[src/rtl/mips_pkg.sv]
// Shared definitions for the MIPS-style front end: instruction field
// positions, fetch defaults and the fetch FSM state type.
package mips_pkg;

  localparam int ADDR_W_DEF = 32;
  localparam logic [31:0] RESET_PC_DEF = 32'h0000_0000;

  localparam int OP_MSB    = 31;
  localparam int OP_LSB    = 26;
  localparam int RS_MSB    = 25;
  localparam int RS_LSB    = 21;
  localparam int RT_MSB    = 20;
  localparam int RT_LSB    = 16;
  localparam int SHAMT_MSB = 10;
  localparam int SHAMT_LSB = 6;
  localparam int FUNCT_MSB = 5;
  localparam int FUNCT_LSB = 0;

  typedef enum logic [1:0] {
    ST_IDLE = 2'd0,
    ST_BUSY = 2'd1,
    ST_DROP = 2'd2
  } fetch_state_t;

endpackage

[src/rtl/instr_fetch_unit_if.sv]
// Signal bundle of the fetch stage: instruction memory port, redirect input
// and the decode-facing instruction output.
interface instr_fetch_unit_if
  import mips_pkg::*;
#(
  parameter int ADDR_W = ADDR_W_DEF
);

  // Handshakes: imem_req stays high with imem_addr stable until the single
  // imem_ack pulse that carries imem_rdata; an instruction transfers to decode
  // on every rising edge where if_valid && dec_ready, unless redirect is high.
  logic              imem_req;
  logic [ADDR_W-1:0] imem_addr;
  logic              imem_ack;
  logic [31:0]       imem_rdata;

  logic              redirect;
  logic [ADDR_W-1:0] redirect_pc;

  logic              dec_ready;
  logic              if_valid;
  logic [31:0]       if_instr;
  logic [ADDR_W-1:0] if_pc;
  logic [5:0]        op_code;
  logic [5:0]        funct;
  logic [4:0]        rs;
  logic [4:0]        rt;
  logic [4:0]        shamt;

  modport master (
    output imem_req, imem_addr,
    input  imem_ack, imem_rdata,
    input  redirect, redirect_pc,
    input  dec_ready,
    output if_valid, if_instr, if_pc, op_code, funct, rs, rt, shamt
  );

  modport slave (
    input  imem_req, imem_addr,
    output imem_ack, imem_rdata,
    output redirect, redirect_pc,
    output dec_ready,
    input  if_valid, if_instr, if_pc, op_code, funct, rs, rt, shamt
  );

endinterface

[src/rtl/instr_fifo.sv]
// Synchronous FIFO holding fetched {pc, instruction} pairs; the head entry is
// read combinationally so a word is visible the cycle after it is written.
module instr_fifo #(
  parameter int W     = 64,
  parameter int DEPTH = 4,
  localparam int PW   = $clog2(DEPTH),
  localparam int CW   = $clog2(DEPTH) + 1
) (
  input  logic          clk,
  input  logic          rst_n,
  input  logic          push,
  input  logic          pop,
  input  logic          flush,
  input  logic [W-1:0]  wdata,
  output logic [W-1:0]  rdata,
  output logic [CW-1:0] count
);

  logic [W-1:0]  mem [DEPTH];
  logic [PW-1:0] wr_ptr;
  logic [PW-1:0] rd_ptr;

  always_ff @(posedge clk) begin
    if (!rst_n || flush) begin
      wr_ptr <= '0;
      rd_ptr <= '0;
      count  <= '0;
    end else begin
      if (push) wr_ptr <= wr_ptr + PW'(1);
      if (pop)  rd_ptr <= rd_ptr + PW'(1);
      count <= count + CW'(push) - CW'(pop);
    end
  end

  always_ff @(posedge clk) begin
    if (rst_n && push && !flush) mem[wr_ptr] <= wdata;
  end

  assign rdata = mem[rd_ptr];

endmodule

[src/rtl/instr_fetch_unit.sv]
// Instruction fetch stage: one outstanding memory read at a time, buffered
// responses, redirect flush, and decode field slicing of the head word.
module instr_fetch_unit
  import mips_pkg::*;
#(
  parameter int                ADDR_W   = ADDR_W_DEF,
  parameter int                DEPTH    = 4,
  parameter logic [ADDR_W-1:0] RESET_PC = ADDR_W'(RESET_PC_DEF)
) (
  input  logic                clk,
  input  logic                rst_n,
  instr_fetch_unit_if.master  ifu,
  output fetch_state_t        state_dbg
);

  localparam int CW = $clog2(DEPTH) + 1;
  localparam int EW = ADDR_W + 32;

  fetch_state_t      state;
  fetch_state_t      state_next;
  logic [ADDR_W-1:0] fetch_pc;
  logic [ADDR_W-1:0] fetch_pc_next;
  logic [ADDR_W-1:0] addr_q;
  logic [ADDR_W-1:0] addr_next;
  logic [ADDR_W-1:0] redirect_target;
  logic [1:0]        unused_redirect_lsb;

  logic              push;
  logic              pop;
  logic              has_space;
  logic [CW-1:0]     count;
  logic [CW-1:0]     count_next;
  logic [EW-1:0]     head;
  logic [31:0]       cur_instr;

  assign redirect_target     = {ifu.redirect_pc[ADDR_W-1:2], 2'b00};
  assign unused_redirect_lsb = ifu.redirect_pc[1:0];

  // A redirect overrides both the response write and the decode pop.
  always_comb begin
    push       = (state == ST_BUSY) && ifu.imem_ack && !ifu.redirect;
    pop        = (count != '0) && ifu.dec_ready && !ifu.redirect;
    count_next = ifu.redirect ? '0 : count + CW'(push) - CW'(pop);
    has_space  = count_next < CW'(DEPTH);
  end

  instr_fifo #(
    .W     (EW),
    .DEPTH (DEPTH)
  ) u_fifo (
    .clk   (clk),
    .rst_n (rst_n),
    .push  (push),
    .pop   (pop),
    .flush (ifu.redirect),
    .wdata ({fetch_pc, ifu.imem_rdata}),
    .rdata (head),
    .count (count)
  );

  always_ff @(posedge clk) begin
    if (!rst_n) begin
      state    <= ST_IDLE;
      fetch_pc <= RESET_PC;
      addr_q   <= RESET_PC;
    end else begin
      state    <= state_next;
      fetch_pc <= fetch_pc_next;
      addr_q   <= addr_next;
    end
  end

  // While BUSY, fetch_pc is the address of the outstanding request; in IDLE
  // and DROP it is the next address to request.
  always_comb begin
    state_next    = state;
    fetch_pc_next = fetch_pc;
    addr_next     = addr_q;
    case (state)
      ST_IDLE: begin
        if (ifu.redirect) fetch_pc_next = redirect_target;
        if (has_space) begin
          state_next = ST_BUSY;
          addr_next  = fetch_pc_next;
        end
      end
      ST_BUSY: begin
        if (ifu.imem_ack) begin
          fetch_pc_next = ifu.redirect ? redirect_target : fetch_pc + ADDR_W'(4);
          if (has_space) begin
            state_next = ST_BUSY;
            addr_next  = fetch_pc_next;
          end else begin
            state_next = ST_IDLE;
          end
        end else if (ifu.redirect) begin
          state_next    = ST_DROP;
          fetch_pc_next = redirect_target;
        end
      end
      ST_DROP: begin
        if (ifu.redirect) fetch_pc_next = redirect_target;
        // The FIFO was flushed on entry to DROP, so the new request always fits.
        if (ifu.imem_ack) begin
          state_next = ST_BUSY;
          addr_next  = fetch_pc_next;
        end
      end
      default: begin
        state_next = ST_IDLE;
      end
    endcase
  end

  always_comb begin
    cur_instr     = (count != '0) ? head[31:0] : 32'h0;
    ifu.imem_req  = (state != ST_IDLE);
    ifu.imem_addr = addr_q;
    ifu.if_valid  = (count != '0);
    ifu.if_instr  = cur_instr;
    ifu.if_pc     = (count != '0) ? head[EW-1:32] : '0;
    ifu.op_code   = cur_instr[OP_MSB:OP_LSB];
    ifu.rs        = cur_instr[RS_MSB:RS_LSB];
    ifu.rt        = cur_instr[RT_MSB:RT_LSB];
    ifu.shamt     = cur_instr[SHAMT_MSB:SHAMT_LSB];
    ifu.funct     = cur_instr[FUNCT_MSB:FUNCT_LSB];
    state_dbg     = state;
  end

endmodule

[src/flat_wrapper.sv]
// flat-port wrapper written by rule: the top's interface ports become plain ports
module instr_fetch_unit_flat import mips_pkg::*;
#(
  parameter int                ADDR_W   = ADDR_W_DEF,
  parameter int                DEPTH    = 4,
  parameter logic [ADDR_W-1:0] RESET_PC = ADDR_W'(RESET_PC_DEF)
)
  (clk, rst_n, state_dbg, ifu_imem_req, ifu_imem_addr, ifu_imem_ack, ifu_imem_rdata, ifu_redirect, ifu_redirect_pc, ifu_dec_ready, ifu_if_valid, ifu_if_instr, ifu_if_pc, ifu_op_code, ifu_funct, ifu_rs, ifu_rt, ifu_shamt);
  instr_fetch_unit_if #(.ADDR_W(ADDR_W)) ifu_i ();
  input  logic clk;
  input  logic rst_n;
  output fetch_state_t state_dbg;
  output wire logic [$bits(ifu_i.imem_req)-1:0] ifu_imem_req;
  output wire logic [$bits(ifu_i.imem_addr)-1:0] ifu_imem_addr;
  input wire logic [$bits(ifu_i.imem_ack)-1:0] ifu_imem_ack;
  input wire logic [$bits(ifu_i.imem_rdata)-1:0] ifu_imem_rdata;
  input wire logic [$bits(ifu_i.redirect)-1:0] ifu_redirect;
  input wire logic [$bits(ifu_i.redirect_pc)-1:0] ifu_redirect_pc;
  input wire logic [$bits(ifu_i.dec_ready)-1:0] ifu_dec_ready;
  output wire logic [$bits(ifu_i.if_valid)-1:0] ifu_if_valid;
  output wire logic [$bits(ifu_i.if_instr)-1:0] ifu_if_instr;
  output wire logic [$bits(ifu_i.if_pc)-1:0] ifu_if_pc;
  output wire logic [$bits(ifu_i.op_code)-1:0] ifu_op_code;
  output wire logic [$bits(ifu_i.funct)-1:0] ifu_funct;
  output wire logic [$bits(ifu_i.rs)-1:0] ifu_rs;
  output wire logic [$bits(ifu_i.rt)-1:0] ifu_rt;
  output wire logic [$bits(ifu_i.shamt)-1:0] ifu_shamt;
  assign ifu_imem_req = ifu_i.imem_req;
  assign ifu_imem_addr = ifu_i.imem_addr;
  assign ifu_i.imem_ack = ifu_imem_ack;
  assign ifu_i.imem_rdata = ifu_imem_rdata;
  assign ifu_i.redirect = ifu_redirect;
  assign ifu_i.redirect_pc = ifu_redirect_pc;
  assign ifu_i.dec_ready = ifu_dec_ready;
  assign ifu_if_valid = ifu_i.if_valid;
  assign ifu_if_instr = ifu_i.if_instr;
  assign ifu_if_pc = ifu_i.if_pc;
  assign ifu_op_code = ifu_i.op_code;
  assign ifu_funct = ifu_i.funct;
  assign ifu_rs = ifu_i.rs;
  assign ifu_rt = ifu_i.rt;
  assign ifu_shamt = ifu_i.shamt;
  instr_fetch_unit #(.ADDR_W(ADDR_W), .DEPTH(DEPTH), .RESET_PC(RESET_PC)) u_core (.clk(clk), .rst_n(rst_n), .ifu(ifu_i), .state_dbg(state_dbg));
endmodule
[config.mk]
export PLATFORM = sky130hd
export DESIGN_NAME = instr_fetch_unit_flat
export DESIGN_NICKNAME = d
export VERILOG_FILES = /design/src/rtl/mips_pkg.sv /design/src/rtl/instr_fetch_unit_if.sv /design/src/rtl/instr_fifo.sv /design/src/rtl/instr_fetch_unit.sv /design/src/flat_wrapper.sv
export SDC_FILE = /design/constraint.sdc
export NUM_CORES = 1
export LEC_CHECK = 0
export CORE_MARGIN = 2
export CORE_UTILIZATION = 50
export CTS_CLUSTER_DIAMETER = 120
export DETAILED_ROUTE_END_ITERATION = 10
export PLACE_DENSITY = 0.81
export SETUP_SLACK_MARGIN = 0.02
export SYNTH_ARGS = -nofsm -noshare
export SYNTH_HDL_FRONTEND = slang
export SYNTH_SLANG_ARGS = --single-unit
export TNS_END_PERCENT = 100
[constraint.sdc]
create_clock -name clk -period 3.75 [get_ports clk]
set_input_delay 0.75 -clock clk [delete_from_list [all_inputs] [get_ports clk]]
set_output_delay 0.75 -clock clk [all_outputs]
set_load 0.02 [all_outputs]
==> results of run 1 <==
worst max-delay path, delay by kind of cell, from the launching register on:
kind / cells / cell delay, ps
and+or+nand+nor: 1 / 200
buffers and inverters: 2 / 980
muxes: 1 / 580
DFF: 1 / 370
Yosys cell counts, types with 3 or more instances:
library cell    n
a211oi_1        8
a21oi_1        34
a22oi_1        10
a31o_2          5
a31oi_1        14
and2_1         70
and3_1         26
and4_1          5
buf_1           6
buf_2          20
buf_4          30
buf_6           3
clkbuf_1       39
dfxtp_1        75
edfxtp_1      256
ha_1            7
inv_1          13
mux4_2         64
nand2_1        38
nand2b_1        8
nand3_1        35
nand4_1        12
nand4_2         4
nor2_1         45
nor2b_1         4
nor3_1         15
nor3_2          4
nor4_1          5
nor4_2          3
o211ai_1        4
o21a_1          5
o21ai_0        26
o221a_2         5
o22ai_1        12
o31ai_1         5
o41ai_2         3
or3_1           8
xnor2_1        14
xor2_1         11
state kept, by name, summed over array words and instances (netlist names), named ones only:
signal and count:
u_core.state_dbg 2, u_core.u_fifo.mem 256, u_core.u_fifo.wr_ptr 2, u_core.u_fifo.count 3
u_core.fetch_pc 32, u_core.u_fifo.rd_ptr 2, u_core.ifu.imem_addr 32
where the power goes:
part           internal, mW  switching, mW  total [mW]  leakage, nW
clock                  1.98           1.36        3.34        0.538
combinational         0.299          0.340       0.638         2.38
sequential             4.03          0.106        4.13         2.95
total                  6.31           1.80        8.11         5.87
placed cells by master, fill, tap and decap left out, drive strengths merged, types with 4 or more instances in the layout:
cell	netlist	final
a211oi	8	8
a21oi	34	34
a22oi	10	10
a31o	6	6
a31oi	14	14
and2	70	70
and3	26	26
and4	5	5
buf	59	40
clkbuf	39	43
clkdlybuf4s50	0	192
clkinv	0	11
dfxtp	75	75
edfxtp	256	256
ha	7	7
inv	13	14
mux4	64	64
nand2	38	38
nand2b	9	9
nand3	37	37
nand4	17	17
nor2	46	46
nor2b	4	4
nor3	19	19
nor4	9	9
o211ai	4	4
o21a	5	5
o21ai	26	26
o221a	5	5
o22ai	12	12
o31ai	5	5
o41ai	4	4
or2	4	4
or3	9	9
xnor2	14	14
xor2	11	11
per-stage QoR:
stage	TNS (ps)	worst slack (ps)	utilization
CTS	0	292.6	0.6240
global route	0	155.4	0.6240
detailed placement	-295.8	-101.7	0.5852
finish	0	365.0	0.6241
global placement	0	28.11	0.5852
floorplan	0	208.4	-
area by class of cell:
cell class,count,area (um^2),share of cell area
timing repair buffer,232,2307,0.1295
clock inverter,18,173.9,0.009761
tap,384,480.5,0.02697
multi-input combinational,555,4674,0.2624
clock buffer,43,935.9,0.05253
antenna,1,2.502,0.0001404
sequential,331,9194,0.5160
inverter,13,48.80,0.002739
logic make-up after synthesis:
logic type / Yosys count
flip-flops: 331
AND/OR/NAND/NOR: 298
AO/OA/AOI/OAI: 157
buffers and inverters: 111
multiplexers: 66
XOR/XNOR: 26
adder cells (fa/ha/maj): 8
layer usage:
layer | GRT usage | wire [um] | vias up
met2 | 0.3601 | 16340 | 458
met1 | 0.3200 | 14280 | 4617
met4 | 0.06618 | 843 | 0
met5 | 0 | 0 | -
li1 | - | - | 4180
met3 | 0.04232 | 2925 | 72
final timing paths:
path                            slack (ps)  cells after the start                       end               startpoint
worst max-delay path                   360                      4             ifu_if_pc[26]                 register
worst min-delay path                   450                      2   u_core.ifu.imem_addr[3]  u_core.ifu.imem_addr[3]
worst max register to register         400                     12  u_core.ifu.imem_addr[11]   u_core.u_fifo.count[1]
worst min register to register         450                      2   u_core.ifu.imem_addr[3]  u_core.ifu.imem_addr[3]
==> reports/qor.yml, run 1 <==
status: "complete, no violations"
cts_buffer_depth: 3
maxCapViolations: 0
cts_hold_buffers: 0
place_congestion: 0.9086
die_area_mm2: 0.03021
drtPass1Iterations: 5
fin_area_mm2: 0.01782
h-tree-depth: 2
post-cts-setup-buffers: 0
final_nets: 1245
synth_cell_type_count: 77
holdCritPathClass: "reg -> reg"
tightest_slew_ps: 907.4
remaining_drc_errors: 0
synth_top_area_frac: 0.5331
p_total_mw: 8.111
grt_pass1_vias: 9210
synth_top_family_by_area: "simple AND/OR/NAND/NOR gates"
synthTopCellsByArea: "edfxtp_1, dfxtp_1, mux4_2"
synthFlopType: "edfxtp_1"
syn-instance-count: 997
worstSetupPathType: "reg -> out"
slew_headroom: 0.3928
max_stage_delay_ps: 580
dp_cells: 1515
initial_core_util: 0.5051
die_height_um: 173.8
fin_skew_ps: 15.80
synth-compound-area-share: 0.07714
grt_pass1_wl_um: 53200
syn_avg_cell_area_um2: 14.46
worst_setup_path_start_kind: "register"
clockRootBuffer: "clkbuf_16"
timing.fmax_mhz: 295.4
cp_data_required_time_ps: 3000
synth_area_leader_cell: "edfxtp_1"
rsz0062_at_grt: "no"
fin_crit_ps: 3385
synth_nets: 1074
gr-total-overflow: 0
ios: 196
vias: 9327
avgViaCountPerCell: 5.914
cts_num_sinks: 331
clk_pin_slew_ps: 60
cts_tree: "built"
peakVddDrop_mv: 0.2531
num_rows: 62
antenna_found_initial: 1
areaGrowthSynthToFinish_pct: 23.57
synth_xor_area_frac: 0.01675
synthMuxAreaShare: 0.1014
synth-simple-area-share: 0.1200
fin_crit_sh: 0.9027
grt_start_max_net_pins: 66
dpl_cell_area_mm2: 0.01670
path_max_fanout: 24
numCtsBuffers: 35
core_area_mm2: 0.02855
hpwl_um: 22340
hold_slack_ps: 454.3
cp_data_arrival_time_ps: 2640
synth-async-reset-ratio: 0
p_leak_nw: 5.869
fp.dieW_um: 173.8
dr.first_iter.drc_count: 920
clkLatencyLatePin_ps: 510
p_per_area_mw_per_mm2: 455.2
fin_cells: 1577
yosysSeqAreaShare: 0.6373
wl_per_cell_um: 21.81
cp-end-kind: "output port"
wl_um: 34390
drive_gt1_frac: 0.1661
ys_ff_latch: 331
finalSetupViolCount: 0
netlist_area_mm2: 0.01442
finalHoldViolCount: 0
grtUsageTotal: 0.2260
portBuffers: 193
slew_viol_final: 0
ys_warn_count: 0
crit_chain: "buf_4, mux4_2, and2_1, clkdlybuf4s50_1"
synthAdderAreaFrac: 0.007463
antenna_left: 0
post_cts_resize_count: 0
fillers: 2139
crit_slowest_cell: "mux4_2"
synth_edf_count: 256
Power figures use the tool's default switching activity.
==> run 2: changes to the inputs <==
--- a/config.mk
+++ b/config.mk
@@ -11,6 +11,7 @@
 export DETAILED_ROUTE_END_ITERATION = 10
 export PLACE_DENSITY = 0.81
 export SETUP_SLACK_MARGIN = 0.02
+export SKIP_CTS_REPAIR_TIMING = 1
 export SYNTH_ARGS = -nofsm -noshare
 export SYNTH_HDL_FRONTEND = slang
 export SYNTH_SLANG_ARGS = --single-unit
==> results of run 2 <==
Same layout as run 1: the final DEF is identical, and so are final timing and power.
